**src/rtl/sram_req_adapter.sv**
```systemverilog
// sram_req_adapter: valid/ready front-end for a single-port RW SRAM macro.
// Byte masks become read-modify-write; read data returns in order through a credited FIFO.
module sram_req_adapter #(
    parameter int DATA_WIDTH = 32,
    parameter int ADDR_WIDTH = 7,
    parameter int RSP_DEPTH  = 4
) (
    input  logic                    clk0,
    input  logic                    rst_n,
    input  logic                    req_valid,
    output logic                    req_ready,
    input  logic                    req_we,
    input  logic [ADDR_WIDTH-1:0]   req_addr,
    input  logic [DATA_WIDTH-1:0]   req_wdata,
    input  logic [DATA_WIDTH/8-1:0] req_wmask,
    output logic                    rsp_valid,
    input  logic                    rsp_ready,
    output logic [DATA_WIDTH-1:0]   rsp_rdata,
    output logic                    sram_csb0,
    output logic                    sram_web0,
    output logic [ADDR_WIDTH-1:0]   sram_addr0,
    output logic [DATA_WIDTH-1:0]   sram_din0,
    input  logic [DATA_WIDTH-1:0]   sram_dout0,
    output logic                    busy
);
    localparam int NB = DATA_WIDTH / 8;
    localparam int PW = $clog2(RSP_DEPTH);
    localparam int CW = $clog2(RSP_DEPTH + 3);

    typedef enum logic [1:0] {IDLE, RMW_RD, RMW_WAIT, RMW_WR} state_t;
    typedef enum logic [1:0] {TAG_NONE, TAG_READ, TAG_RMW} tag_t;

    state_t                state_q, state_d;
    tag_t                  tag1_q, tag1_d, tag2_q;
    logic                  csb_q, csb_d, web_q, web_d;
    logic [ADDR_WIDTH-1:0] addr_q, addr_d;
    logic [DATA_WIDTH-1:0] din_q, din_d, wdata_q, wdata_d, bmask, merged;
    logic [NB-1:0]         mask_q, mask_d;
    logic [DATA_WIDTH-1:0] fifo_q [RSP_DEPTH];
    logic [PW-1:0]         wptr_q, rptr_q;
    logic [CW-1:0]         count_q, count_d, reads_out;
    logic                  accept, issue, zero_wr, full_wr, part_wr, wr_issue, push, pop;

    for (genvar b = 0; b < NB; b++) begin : g_bmask
        assign bmask[8*b +: 8] = {8{mask_q[b]}};
    end

    // Credit counts reads already queued plus those still in the capture pipe.
    assign reads_out = count_q + CW'(tag1_q == TAG_READ) + CW'(tag2_q == TAG_READ);
    assign req_ready = rst_n && (state_q == IDLE) && (reads_out < CW'(RSP_DEPTH));
    assign accept    = req_valid && req_ready;
    assign zero_wr   = req_we && ~|req_wmask;
    assign full_wr   = req_we && &req_wmask;
    assign part_wr   = req_we && !zero_wr && !full_wr;
    assign issue     = accept && !zero_wr;
    assign wr_issue  = tag2_q == TAG_RMW;
    assign merged    = (sram_dout0 & ~bmask) | (wdata_q & bmask);
    assign push      = tag2_q == TAG_READ;
    assign pop       = rsp_valid && rsp_ready;
    assign rsp_valid = count_q != '0;
    assign rsp_rdata = rsp_valid ? fifo_q[rptr_q] : '0;
    assign busy      = (state_q != IDLE) || (tag1_q != TAG_NONE) || (tag2_q != TAG_NONE) || rsp_valid;
    assign sram_csb0  = csb_q;
    assign sram_web0  = web_q;
    assign sram_addr0 = addr_q;
    assign sram_din0  = din_q;

    always_comb begin
        state_d = (state_q == IDLE)     ? ((accept && part_wr) ? RMW_RD : IDLE) :
                  (state_q == RMW_RD)   ? RMW_WAIT :
                  (state_q == RMW_WAIT) ? RMW_WR : IDLE;
        tag1_d  = (accept && !req_we) ? TAG_READ : (accept && part_wr) ? TAG_RMW : TAG_NONE;
        csb_d   = !(issue || wr_issue);
        web_d   = !((accept && full_wr) || wr_issue);
        addr_d  = issue ? req_addr : addr_q;
        din_d   = wr_issue ? merged : (accept && full_wr) ? req_wdata : din_q;
        wdata_d = (accept && part_wr) ? req_wdata : wdata_q;
        mask_d  = (accept && part_wr) ? req_wmask : mask_q;
        count_d = count_q + CW'(push) - CW'(pop);
    end

    always_ff @(posedge clk0 or negedge rst_n) begin
        if (!rst_n) begin
            state_q <= IDLE;
            tag1_q  <= TAG_NONE;
            tag2_q  <= TAG_NONE;
            csb_q   <= 1'b1;
            web_q   <= 1'b1;
            addr_q  <= '0;
            din_q   <= '0;
            wdata_q <= '0;
            mask_q  <= '0;
            wptr_q  <= '0;
            rptr_q  <= '0;
            count_q <= '0;
        end else begin
            state_q <= state_d;
            tag1_q  <= tag1_d;
            tag2_q  <= tag1_q;
            csb_q   <= csb_d;
            web_q   <= web_d;
            addr_q  <= addr_d;
            din_q   <= din_d;
            wdata_q <= wdata_d;
            mask_q  <= mask_d;
            count_q <= count_d;
            if (push) wptr_q <= (wptr_q == PW'(RSP_DEPTH - 1)) ? '0 : wptr_q + 1'b1;
            if (pop) rptr_q <= (rptr_q == PW'(RSP_DEPTH - 1)) ? '0 : rptr_q + 1'b1;
        end
    end

    always_ff @(posedge clk0) begin
        if (push) fifo_q[wptr_q] <= sram_dout0;
    end

    assert property (@(posedge clk0) disable iff (!rst_n) !(push && !pop && count_q == CW'(RSP_DEPTH)));
endmodule

```
**config.mk**
```make
export PLATFORM = sky130hd
export DESIGN_NAME = sram_req_adapter
export DESIGN_NICKNAME = d
export VERILOG_FILES = /design/src/rtl/sram_req_adapter.sv
export SDC_FILE = /design/constraint.sdc
export NUM_CORES = 1
export LEC_CHECK = 0
export BUFFER_PORTS_ARGS = -buffer_cell sky130_fd_sc_hd__buf_4
export CAP_MARGIN = 20
export CORE_MARGIN = 2
export CORE_UTILIZATION = 44
export CTS_CLUSTER_DIAMETER = 50
export DETAILED_ROUTE_END_ITERATION = 12
export MAX_ROUTING_LAYER = met4
export PLACE_DENSITY_LB_ADDON = 0.15
export SLEW_MARGIN = 0
export SYNTH_ARGS = -nofsm -noshare
export SYNTH_HDL_FRONTEND = slang
export SYNTH_SLANG_ARGS = --single-unit
export TNS_END_PERCENT = 30
```
**constraint.sdc**
```tcl
create_clock -name clk0 -period 2.96 [get_ports clk0]
set_input_delay 0.74 -clock clk0 [delete_from_list [all_inputs] [get_ports clk0]]
set_output_delay 0.74 -clock clk0 [all_outputs]
set_load 0.05 [all_outputs]
```
## After elaboration in Yosys (flattened, before gate mapping)

Memories as Yosys holds them, arrays and structs flattened.
Cells that the tools add are included.
Widths: inputs -> output; s select.

| operators by class | value |
|---|---|
| add/subtract/negate cells | 6 |
| order comparisons | 1 |
| eq/ne operators | 7 |
| multiplexer cells | 13 |
| bitwise logic cells | 4 |
| reductions and logical operators | 31 |

Operators by type and width:

| cell | count |
|---|---|
| $mux 32 | 3 |
| $and 32x32->32 | 2 |
| $not 32->32 | 1 |
| $or 32x32->32 | 1 |
| $mux 2 | 7 |
| $logic_and 1x1->1 | 12 |
| $add 3x1->3 | 3 |
| $eq 2x2->1 const B | 4 |
| $reduce_bool 2->1 | 4 |
| $eq 2x1->1 const B | 3 |
| $logic_not 1->1 | 6 |
| $logic_or 1x1->1 | 5 |
| $add 2x1->2 const B | 2 |
| $reduce_and 4->1 | 1 |
| $reduce_or 4->1 | 1 |
| $lt 3x3->1 const B | 1 |
| $mux 1 | 3 |
| $reduce_bool 3->1 | 1 |
| $sub 3x1->3 | 1 |
| $logic_not 2->1 | 1 |

| word-level totals | value |
|---|---|
| bits in registers | 90 |
| memory bits (writable) | 128 |
| input bits | 80 |
| output and inout bits | 76 |
| word-level logic and storage cells | 75 |
| memories | 1 |

Memories:

| memory | words | bits a word | rd ports | clocked after memory_dff | write ports | line | source |
|---|---|---|---|---|---|---|---|
| fifo_q | 4 | 32 | 1 | 0 | 1 | 39 | `logic [DATA_WIDTH-1:0] fifo_q [RSP_DEPTH];` |

## Longest topological paths before layout

Gate-level depths: netlist of the first run.

| depth | value |
|---|---|
| depth in word-level cells | 9 |
| gate-level depth with buffers | 9 |
| gate-level depth less buffers | 9 |

## Least setup slack after synthesis of the first run

Ideal clock, no wire load.

| timing | value |
|---|---|
| path type | register -> output |
| start | register rptr_q[0] |
| end | output port rsp_rdata[10] |
| arrival time | 1.822 ns |
| required time | 2.220 ns |
| slack | 0.398 ns |
| cell stages (with the launch flop) | 5 |
| path buffers | 2 |
| cells stage by stage | dfrtp_1 > clkbuf_1 > buf_2 > mux4_2 > and2_1 |

| on the way | value |
|---|---|
| cells in the longest elaborated chain, start to end | 2 |

RTL lines:

| item | line | source |
|---|---|---|
| start: declaration | 40 | `logic [PW-1:0] wptr_q, rptr_q;` |
| start signal: assignment | 108 | `if (pop) rptr_q <= (rptr_q == PW'(RSP_DEPTH - 1)) ? '0 : rptr_q + 1'b1;` |
| $mem_v2 4x32 | - |  |
| $mux 32 | 61 | `assign rsp_rdata = rsp_valid ? fifo_q[rptr_q] : '0;` |
| end: declaration | 18 | `output logic [DATA_WIDTH-1:0] rsp_rdata,` |

No other way between the ends.

## Worst setup path in the final report of the first run

| timing | value |
|---|---|
| start | register rptr_q[0] |
| end | output port rsp_rdata[16] |

Same word-level chain as after synthesis.

==> results of run 1 <==
sequential cells by signal, indices dropped and copies added, names as in the netlist:
name        cells
fifo_q        128
sram_web0       1
count_q         3
wptr_q          2
sram_csb0       1
state_q         2
rptr_q          2
sram_din0      32
sram_addr0      7
mask_q          4
tag2_q          2
wdata_q        32
tag1_q          2
through the flow:
step                area (sq um)  hold WS (ns)
floorplan                   9100         0.368
global placement           10700         0.379
detailed placement         10700         0.391
CTS                        11500         0.316
global route               11500         0.330
finish                     11500         0.306
cell families (layout without fill, tap and decap cells):
group,after synthesis,after routing,synth area share
adder cells (fa/ha/maj),10,10,0.0144
AO/OA/AOI/OAI,38,38,0.0225
multiplexers,140,140,0.216
AND/OR/NAND/NOR,92,92,0.0517
buffers and inverters,40,236,0.0199
flip-flops,218,218,0.670
XOR/XNOR,4,4,0.00591
Yosys cell counts (2+ instances only):
master,instances
edfxtp_1,128
dfrtp_1,88
mux2_2,58
nand2_1,37
and2_1,36
o21ai_0,35
mux2i_1,32
mux4_2,32
clkbuf_1,20
mux2_4,18
inv_1,9
ha_1,8
buf_2,7
nor2_1,4
buf_6,3
nor2b_1,3
xnor2_1,3
and3_1,2
dfstp_2,2
nand3_1,2
nor3_1,2
nor4_1,2
final cells by class:
class | instances | share of cell area
Sequential cell | 218 | 0.529
Multi-Input combinational cell | 284 | 0.246
Timing Repair Buffer | 179 | 0.120
Clock buffer | 36 | 0.0632
Tap cell | 270 | 0.0293
Clock inverter | 12 | 0.00986
Inverter | 9 | 0.00293
how the worst max path moves through the flow:
stage	end	slack, ns	cells after the start
final	rsp_rdata[16]	0.13	4
after global routing	rsp_rdata[17]	0.04	4
after CTS	req_ready	0.07	6
after detailed placement	rsp_rdata[16]	0.43	4
after global placement	rsp_rdata[17]	0.46	4
after floorplan	rsp_rdata[10]	0.40	4
per-layer routing:
metal / vias to the layer above / global-route usage / part of all wire
li1: 2377 / - / -
met1: 2658 / 0.256 / 0.42
met2: 155 / 0.321 / 0.50
met3: 29 / 0.0352 / 0.067
met4: 0 / 0.0419 / 0.015
met5: - / - / 0
worst max-delay path: cells and delay by family, from the launching register on:
kind | cells | cell delay [ns]
DFF | 1 | 0.45
muxes | 1 | 0.52
and+or+nand+nor | 1 | 0.18
buffers and inverters | 2 | 0.42
timing repair:
action / in CTS / in global routing
resized for setup: 1 / 0
setup endpoints to repair: 24 / 1
setup buffers: 1 / 1
cloned: 0 / 0
power by group:
part	internal (mW)	switching [mW]	total, mW	leakage, nW
logic	2.11	3.15	5.26	2.13
registers	3.84	0.511	4.35	2.26
clock network	1.83	1.23	3.06	0.405
total	7.78	4.88	12.7	4.79
layout by cell type (no fill, tap or decap), types with 4 or more instances in the layout:
master and instances:
and2_1 32, and2_2 4, buf_4 176, clkbuf_1 7, clkbuf_16 27, dfrtp_1 86, edfxtp_1 128, ha_1 8
inv_1 9, mux2_2 58, mux2_4 18, mux2i_1 32, mux4_2 32, nand2_1 37, nor2_1 4, o21ai_0 35
==> results.sh, run 1 <==
export IMPL_async_flop_share=0.413
export IMPL_hold_viol=0
export IMPL_hold_class="input pin to asynchronous set/reset pin"
export IMPL_initial_core_util=0.449
export IMPL_cts_sinks=218
export IMPL_nFillCells=1630
export IMPL_period_share=0.956
export IMPL_ys_flop_type="edfxtp_1"
export IMPL_dpl_cell_count=958
export IMPL_yosysSeqAreaShare=0.670
export IMPL_num_antenna_cells=0
export IMPL_relSlewSlack=0.469
export IMPL_rr_worst_depth=10
export IMPL_yosysTopAreaCellShare=0.422
export IMPL_first_pass_iters=4
export IMPL_clkSlewWorstSetupHoldPaths_ns=0.06
export IMPL_synth_edf_count=128
export IMPL_vdd_ir_drop_max_mv=0.554
export IMPL_io_pins=156
export IMPL_synth_warnings=0
export IMPL_first_global_vias=5723
export IMPL_critPathSlowestCell="mux4_2"
export IMPL_syn_inst=542
export IMPL_vias=5219
export IMPL_tns_ns=0
export IMPL_fin_util=0.569
export IMPL_tritoncts="yes"
export IMPL_grt_overflow=0
export IMPL_core_area_sq_um=20300
export IMPL_htreeDepth=1
export IMPL_area_delta_synth_final_pct=26.8
export IMPL_grtUsageTotal=0.195
export IMPL_tightest_slew_ns=0.797
export IMPL_grt_antenna_before_repair=0
export IMPL_fin_skew_ns=0.00973
export IMPL_drtIter0Drc=292
export IMPL_gp_congestion=0.745
export IMPL_start_kind="register"
export IMPL_post_synth_cell_area_avg_sq_um=16.8
export IMPL_final_cells=1008
export IMPL_setup_ws_ns=0.130
export IMPL_cts_root_buf="clkbuf_16"
export IMPL_p_total_mw=12.7
export IMPL_maxCapViolations=0
export IMPL_synth_area_leaders="edfxtp_1 (42%), dfrtp_1 (24%), mux4_2 (7.9%)"
export IMPL_multi_input_area_sq_um=2840
export IMPL_rows=52
export IMPL_vias_per_cell=5.18
export IMPL_die_area_sq_um=21900
export IMPL_cts_buffers=26
export IMPL_regArea_sq_um=6100
export IMPL_ys_ff_latch=218
export IMPL_rsz0062_at_grt="false"
export IMPL_grt_max_degree=57
export IMPL_crit_start="rptr_q[0]"
export IMPL_die_h_microns=148
export IMPL_p_per_area_nw_per_um2=1100
export IMPL_fin_crit_ns=2.83
export IMPL_slowest_delay_ns=0.52
export IMPL_fmax_ghz=0.353
export IMPL_rr_endpoint="count_q[2]"
export IMPL_cts_hold_buf=0
export IMPL_cp_data_required_time_ns=2.22
export IMPL_drive_gt1_frac=0.462
export IMPL_setup_violations=0
export IMPL_leakage_nw=4.79
export IMPL_final_nets=807
export IMPL_routed_wl_microns=20100
export IMPL_r2r_setup_slack_ns=0.48
export IMPL_wl_per_cell_microns=19.9
export IMPL_dieWidth_microns=148
export IMPL_path_cells="buf_4, mux4_2, and2_1, buf_4"
export IMPL_drv_slew=0
export IMPL_worstSkewPairLatency_ns=0.51
export IMPL_cp_common_cell="buf_4"
export IMPL_synth_area_sq_um=9100
export IMPL_cp_arrival_ns=2.09
export IMPL_reg2reg_from="count_q[2]"
export IMPL_status="completed"
export IMPL_ys_types=33
export IMPL_path_max_fanout=9
export IMPL_ant_nets=0
export IMPL_dp_slack_ns=0.427
export IMPL_grt_pass1_wl_microns=31900
export IMPL_synthesis_nets=631
export IMPL_port_buffer_count=155
export IMPL_drc_errors=0
export IMPL_worstSetupPathType="register to output pin"
export IMPL_dpl_hpwl_microns=13500
export IMPL_synth_top_cell_by_area="edfxtp_1"
export IMPL_critPathCaptureType="output pin"
export IMPL_cts_buffer_depth=3
(Power assumes the default switching activity.)
==> run 2: changes to the inputs <==
--- a/config.mk
+++ b/config.mk
@@ -13,6 +13,7 @@
 export DETAILED_ROUTE_END_ITERATION = 12
 export MAX_ROUTING_LAYER = met4
 export PLACE_DENSITY_LB_ADDON = 0.15
+export SETUP_SLACK_MARGIN = 0.3
 export SLEW_MARGIN = 0
 export SYNTH_ARGS = -nofsm -noshare
 export SYNTH_HDL_FRONTEND = slang
==> results.sh, run 2 (same netlist as run 1, synthesis figures left out) <==
export IMPL_cts_buffer_depth=3
export IMPL_vdd_ir_drop_max_mv=0.555
export IMPL_setup_violations=0
export IMPL_fin_crit_ns=2.81
export IMPL_maxCapViolations=0
export IMPL_vias=5299
export IMPL_regArea_sq_um=6100
export IMPL_fmax_ghz=0.356
export IMPL_crit_start="rptr_q[0]"
export IMPL_dpl_cell_count=958
export IMPL_cp_endpoint="rsp_rdata[5]"
export IMPL_gp_congestion=0.745
export IMPL_leakage_nw=4.98
export IMPL_cp_data_required_time_ns=2.22
export IMPL_tightest_slew_ns=0.804
export IMPL_relSlewSlack=0.464
export IMPL_switching_share=0.375
export IMPL_final_nets=816
export IMPL_io_pins=156
export IMPL_drive_gt1_frac=0.505
export IMPL_hold_class="input pin to asynchronous set/reset pin"
export IMPL_critPathSlowestCell="dfrtp_4"
export IMPL_initial_core_util=0.449
export IMPL_p_switching_mw=5.03
export IMPL_fin_skew_ns=0.00927
export IMPL_die_area_sq_um=21900
export IMPL_regMostFlops="fifo_q"
export IMPL_period_share=0.949
export IMPL_dpl_cell_area_sq_um=10700
export IMPL_p_comb_frac=0.446
export IMPL_drc_errors=0
export IMPL_cts_hold_buf=0
export IMPL_cts_root_buf="clkbuf_16"
export IMPL_grt_max_degree=57
export IMPL_area_delta_synth_final_pct=31.1
export IMPL_core_area_sq_um=20300
export IMPL_grtUsageTotal=0.197
export IMPL_dpl_hpwl_microns=13500
export IMPL_drv_slew=0
export IMPL_path_cells="buf_12, buf_16, mux4_2, and2_1, buf_4"
export IMPL_clkSlewWorstSetupHoldPaths_ns=0.06
export IMPL_p_total_mw=13.4
export IMPL_clockPowerShare=0.229
export IMPL_slowest_delay_ns=0.50
export IMPL_grt_antenna_before_repair=0
export IMPL_cp_arrival_ns=2.07
export IMPL_p_per_area_nw_per_um2=1120
export IMPL_largest_register_ff_count=128
export IMPL_final_common_cell="buf_4"
export IMPL_grt_pass1_wl_microns=32300
export IMPL_final_cells=1017
export IMPL_grt_overflow=0
export IMPL_rr_worst_depth=10
export IMPL_die_h_microns=148
export IMPL_multi_input_area_sq_um=2920
export IMPL_first_pass_iters=4
export IMPL_first_global_vias=5785
export IMPL_final_cell_area_sq_um=11900
export IMPL_cts_sinks=218
export IMPL_cp_top_family="flip-flops"
export IMPL_nFillCells=1576
export IMPL_rows=52
export IMPL_dieWidth_microns=148
export IMPL_reg2reg_from="count_q[2]"
export IMPL_cts_buffers=26
export IMPL_crit_buf_inv=3
export IMPL_most_common_layout_cells="buf_4 (148), edfxtp_1 (128), dfrtp_1 (86)"
export IMPL_critPathCaptureType="output pin"
export IMPL_fin_util=0.588
export IMPL_htreeDepth=1
export IMPL_intPower_mw=8.36
export IMPL_rsz0062_at_grt="true"
export IMPL_hold_viol=0
export IMPL_r2r_setup_slack_ns=0.46
export IMPL_drtIter0Drc=294
export IMPL_worstSkewPairLatency_ns=0.51
export IMPL_ant_nets=0
export IMPL_port_buffer_count=155
export IMPL_tns_ns=0
export IMPL_wl_per_cell_microns=20.0
export IMPL_path_max_fanout=7
export IMPL_num_antenna_cells=0
export IMPL_start_kind="register"
export IMPL_routed_wl_microns=20300
export IMPL_p_seq_frac=0.325
export IMPL_rr_endpoint="count_q[2]"
export IMPL_status="completed"
export IMPL_worstSetupPathType="register to output pin"
export IMPL_crit_cells=5
export IMPL_tritoncts="yes"
export IMPL_vias_per_cell=5.21
==> run 2: cell count changes in the layout (fill, tap and decap cells not counted), sizes merged <==
cell	delta
buf	+9
==> run 2: worst register-to-register path, cell delays in order, from the launching register on <==
cell and delay, ns:
dfrtp_1 0.46, nor3_1 0.33, inv_1 0.11, buf_4 0.23
nand2_1 0.21, xnor2_1 0.15, ha_1 0.17, inv_1 0.05
fa_1 0.38, xnor2_1 0.15, xnor2_1 0.13
==> run 2: how the worst min path moves through the flow <==
| stage | depth (start not counted) | to | slack, ns |
|---|---|---|---|
| floorplan | 0 | tag2_q[0] | 0.37 |
| global placement | 0 | tag2_q[0] | 0.38 |
| detailed placement | 0 | tag2_q[1] | 0.39 |
| CTS | 2 | sram_addr0[1] | 0.32 |
| global route | 2 | sram_addr0[1] | 0.33 |
| finish | 2 | sram_addr0[1] | 0.31 |
==> run 2: cell type report <==
cell class	count	share of cell area
flip-flops and latches	218	0.511
multi-input cells	284	0.245
clock buffers	36	0.0611
repair buffers	188	0.142
inverters	9	0.00283
well taps	270	0.0283
clock inverters	12	0.00954
==> run 2: through the flow <==
stage               hold WS (ns)  setup slack [ns]
floorplan                  0.368             0.398
global placement           0.379             0.460
detailed placement         0.391             0.427
CTS                        0.316             0.121
global route               0.332            0.0904
finish                     0.305             0.151
==> run 2: metal layers <==
metal,vias up,share of wire,track usage
li1,2399,-,-
met1,2718,0.43,0.257
met2,155,0.50,0.330
met3,27,0.059,0.0358
met4,0,0.013,0.0390
met5,-,0,-
==> run 2: timing repair <==
action | 4_1_cts | 5_1_grt
buffers inserted | 4 | 4
pin swaps | 1 | 2
gates cloned | 3 | 0
gates resized for setup | 53 | 22
setup endpoints to repair | 33 | 35
==> run 2: power by group through the flow <==
stage	Clock (mW)	Sequential (mW)	Combinational, mW
after floorplan	0	5.07	2.97
after global placement	0	4.40	5.19
after detailed placement	0	4.43	5.27
after CTS	3.13	4.35	5.91
after global routing	3.27	4.44	6.30
final	3.06	4.35	5.98
==> run 3: changes to the inputs <==
--- a/config.mk
+++ b/config.mk
@@ -5,15 +5,16 @@
 export SDC_FILE = /design/constraint.sdc
 export NUM_CORES = 1
 export LEC_CHECK = 0
+export ABC_AREA = 1
 export BUFFER_PORTS_ARGS = -buffer_cell sky130_fd_sc_hd__buf_4
 export CAP_MARGIN = 20
+export CORE_ASPECT_RATIO = 0.6
 export CORE_MARGIN = 2
 export CORE_UTILIZATION = 44
 export CTS_CLUSTER_DIAMETER = 50
 export DETAILED_ROUTE_END_ITERATION = 12
 export MAX_ROUTING_LAYER = met4
 export PLACE_DENSITY_LB_ADDON = 0.15
-export SETUP_SLACK_MARGIN = 0.3
 export SLEW_MARGIN = 0
 export SYNTH_ARGS = -nofsm -noshare
 export SYNTH_HDL_FRONTEND = slang
==> results.sh, run 3 <==
export IMPL_status="completed"
export IMPL_intPower_mw=7.08
export IMPL_vias=6867
export IMPL_tns_ns=0
export IMPL_hold_class="input pin to asynchronous set/reset pin"
export IMPL_num_antenna_cells=0
export IMPL_ys_flop_type="edfxtp_1"
export IMPL_cp_data_required_time_ns=2.22
export IMPL_netlist_top_cells_count="nand2_1 (205), nor2_1 (144), edfxtp_1 (128)"
export IMPL_area_delta_synth_final_pct=22.6
export IMPL_grt_use_met2=0.301
export IMPL_post_synth_cell_area_avg_sq_um=10.3
export IMPL_cts_hold_buf=0
export IMPL_start_kind="register"
export IMPL_routed_wl_microns=25100
export IMPL_die_area_sq_um=22400
export IMPL_clockPowerShare=0.206
export IMPL_synth_edf_count=128
export IMPL_use_met1=0.381
export IMPL_p_comb_frac=0.457
export IMPL_die_h_microns=117
export IMPL_largest_register_ff_count=128
export IMPL_dpl_cell_area_sq_um=10800
export IMPL_r2r_setup_slack_ns=0.77
export IMPL_initial_core_util=0.446
export IMPL_p_total_mw=12.7
export IMPL_regMostFlops="fifo_q"
export IMPL_critPathSlowestCell="dfrtp_2"
export IMPL_maxCapViolations=0
export IMPL_grt_pass1_wl_microns=38400
export IMPL_cts_resized=0
export IMPL_timing_hold_ws_ns=0.377
export IMPL_ys_types=26
export IMPL_dp_slack_ns=0.679
export IMPL_tritoncts="yes"
export IMPL_drc_errors=0
export IMPL_first_pass_iters=5
export IMPL_first_global_vias=6446
export IMPL_io_pins=156
export IMPL_vdd_ir_drop_max_mv=0.784
export IMPL_dpl_hpwl_microns=16200
export IMPL_cts_root_buf="clkbuf_16"
export IMPL_use_met3=0.0523
export IMPL_cts_sinks=218
export IMPL_drive_gt1_frac=0.206
export IMPL_final_common_cell="nand2_1"
export IMPL_post_cts_buffers=0
export IMPL_leakage_nw=5.00
export IMPL_fin_crit_ns=2.80
export IMPL_slowest_delay_ns=0.50
export IMPL_synth_top_cell_by_area="edfxtp_1"
export IMPL_crit_buf_inv=2
export IMPL_period_share=0.946
export IMPL_yosysSeqAreaShare=0.655
export IMPL_synth_area_sq_um=9320
export IMPL_htreeDepth=1
export IMPL_synth_warnings=0
export IMPL_syn_inst=906
export IMPL_relSlewSlack=0.523
export IMPL_cts_buffer_depth=3
export IMPL_grt_max_degree=57
export IMPL_fin_skew_ns=0.00832
export IMPL_grt_antenna_before_repair=0
export IMPL_worstSetupPathType="register to output pin"
export IMPL_gp_congestion=0.796
export IMPL_dpl_cell_count=1304
export IMPL_most_common_layout_cells="nand2_1 (205), buf_4 (172), nor2_1 (139)"
export IMPL_setup_violations=0
export IMPL_synthesis_nets=995
export IMPL_port_buffer_count=155
export IMPL_path_cells="buf_12, nor2_1, nor2_1, o21ai_0, a21oi_1, buf_4"
export IMPL_hold_viol=0
export IMPL_fmax_ghz=0.357
export IMPL_fin_util=0.547
export IMPL_grtUsageTotal=0.236
export IMPL_cp_arrival_ns=2.06
export IMPL_drv_slew=0
export IMPL_wl_per_cell_microns=18.7
export IMPL_grt_overflow=0
export IMPL_cp_top_family="buffers and inverters"
export IMPL_final_nets=1137
export IMPL_p_switching_mw=5.65
export IMPL_rr_endpoint="sram_addr0[0]"
export IMPL_path_max_fanout=56
export IMPL_p_seq_frac=0.336
export IMPL_cts_buffers=21
export IMPL_final_cells=1342
export IMPL_vias_per_cell=5.12
export IMPL_ant_nets=0
export IMPL_nFillCells=1856
export IMPL_p_per_area_nw_per_um2=1110
export IMPL_synth_most_common_cell="nand2_1"
export IMPL_tightest_slew_ns=0.713
export IMPL_clkSlewWorstSetupHoldPaths_ns=0.06
export IMPL_grt_busiest_layer="met1"
export IMPL_critPathCaptureType="output pin"
export IMPL_async_flop_share=0.413
export IMPL_rsz0062_at_grt="false"
export IMPL_setup_ws_ns=0.159
export IMPL_switching_share=0.444
export IMPL_dieWidth_microns=192
export IMPL_regArea_sq_um=6100
export IMPL_final_cell_area_sq_um=11400
export IMPL_reg2reg_from="tag2_q[1]"
export IMPL_yosysTopAreaCellShare=0.413
export IMPL_ys_ff_latch=218
export IMPL_rr_worst_depth=11
export IMPL_drtIter0Drc=587
export IMPL_synth_area_leaders="edfxtp_1 (41%), dfrtp_1 (24%), nand2_1 (8.3%)"
export IMPL_multi_input_area_sq_um=2880
export IMPL_rows=41
export IMPL_core_area_sq_um=20900
export IMPL_cp_common_cell="nor2_1"
export IMPL_worstSkewPairLatency_ns=0.49
## run 3: cell types whose count changed in the layout (fill, tap and decap cells not counted), sizes merged, moves of 63 or more
cell   change
mux2      -76
nand2    +169
nand3     +71
nor2     +140
o21ai     +63
## run 3: power by group through the flow
stage	clock, mW	sequential (mW)	combinational [mW]
finish	2.63	4.28	5.83
global route	2.80	4.36	6.29
CTS	2.67	4.27	5.87
detailed placement	0	4.31	5.85
global placement	0	4.31	5.81
floorplan	0	5.07	3.23
## run 3: per-layer routing
metal	share of wire	wire length (microns)
met4	0.012	297
met1	0.53	13300
met5	0	0
met3	0.075	1890
met2	0.38	9610
## run 3: how the worst max path moves through the flow
stage                     startpoint  cells after the start  slack, ns            end
after floorplan            rptr_q[0]                      6       0.28  rsp_rdata[24]
after global placement     rptr_q[0]                      6       0.69   rsp_rdata[7]
after detailed placement   rptr_q[0]                      6       0.68   rsp_rdata[7]
after CTS                  rptr_q[0]                      6       0.14  rsp_rdata[31]
after global routing       rptr_q[0]                      6      0.007   rsp_rdata[4]
final                      rptr_q[0]                      6       0.16   rsp_rdata[0]
## run 3: final cells by class
| type | count | share of cell area |
|---|---|---|
| Clock buffer | 33 | 0.0534 |
| Clock inverter | 5 | 0.00471 |
| Inverter | 26 | 0.00854 |
| Multi-Input combinational cell | 607 | 0.252 |
| Sequential cell | 218 | 0.534 |
| Tap cell | 279 | 0.0306 |
| Timing Repair Buffer | 174 | 0.117 |
## run 3: cell families after synthesis
group | synth area share
DFF | 0.655
xor gates and xnor gates | 0.00282
muxes | 0.0344
and+or+nand+nor | 0.185
adders and majority gates | 0.0129
AOI/OAI and AO/OA | 0.0724
buffers and inverters | 0.0379
## run 3: worst register-to-register path: cells and delay by family, from the launching register on
kind / cells / cell delay, ns
and+or+nand+nor: 8 / 1.13
DFF: 1 / 0.38
buffers and inverters: 3 / 0.59
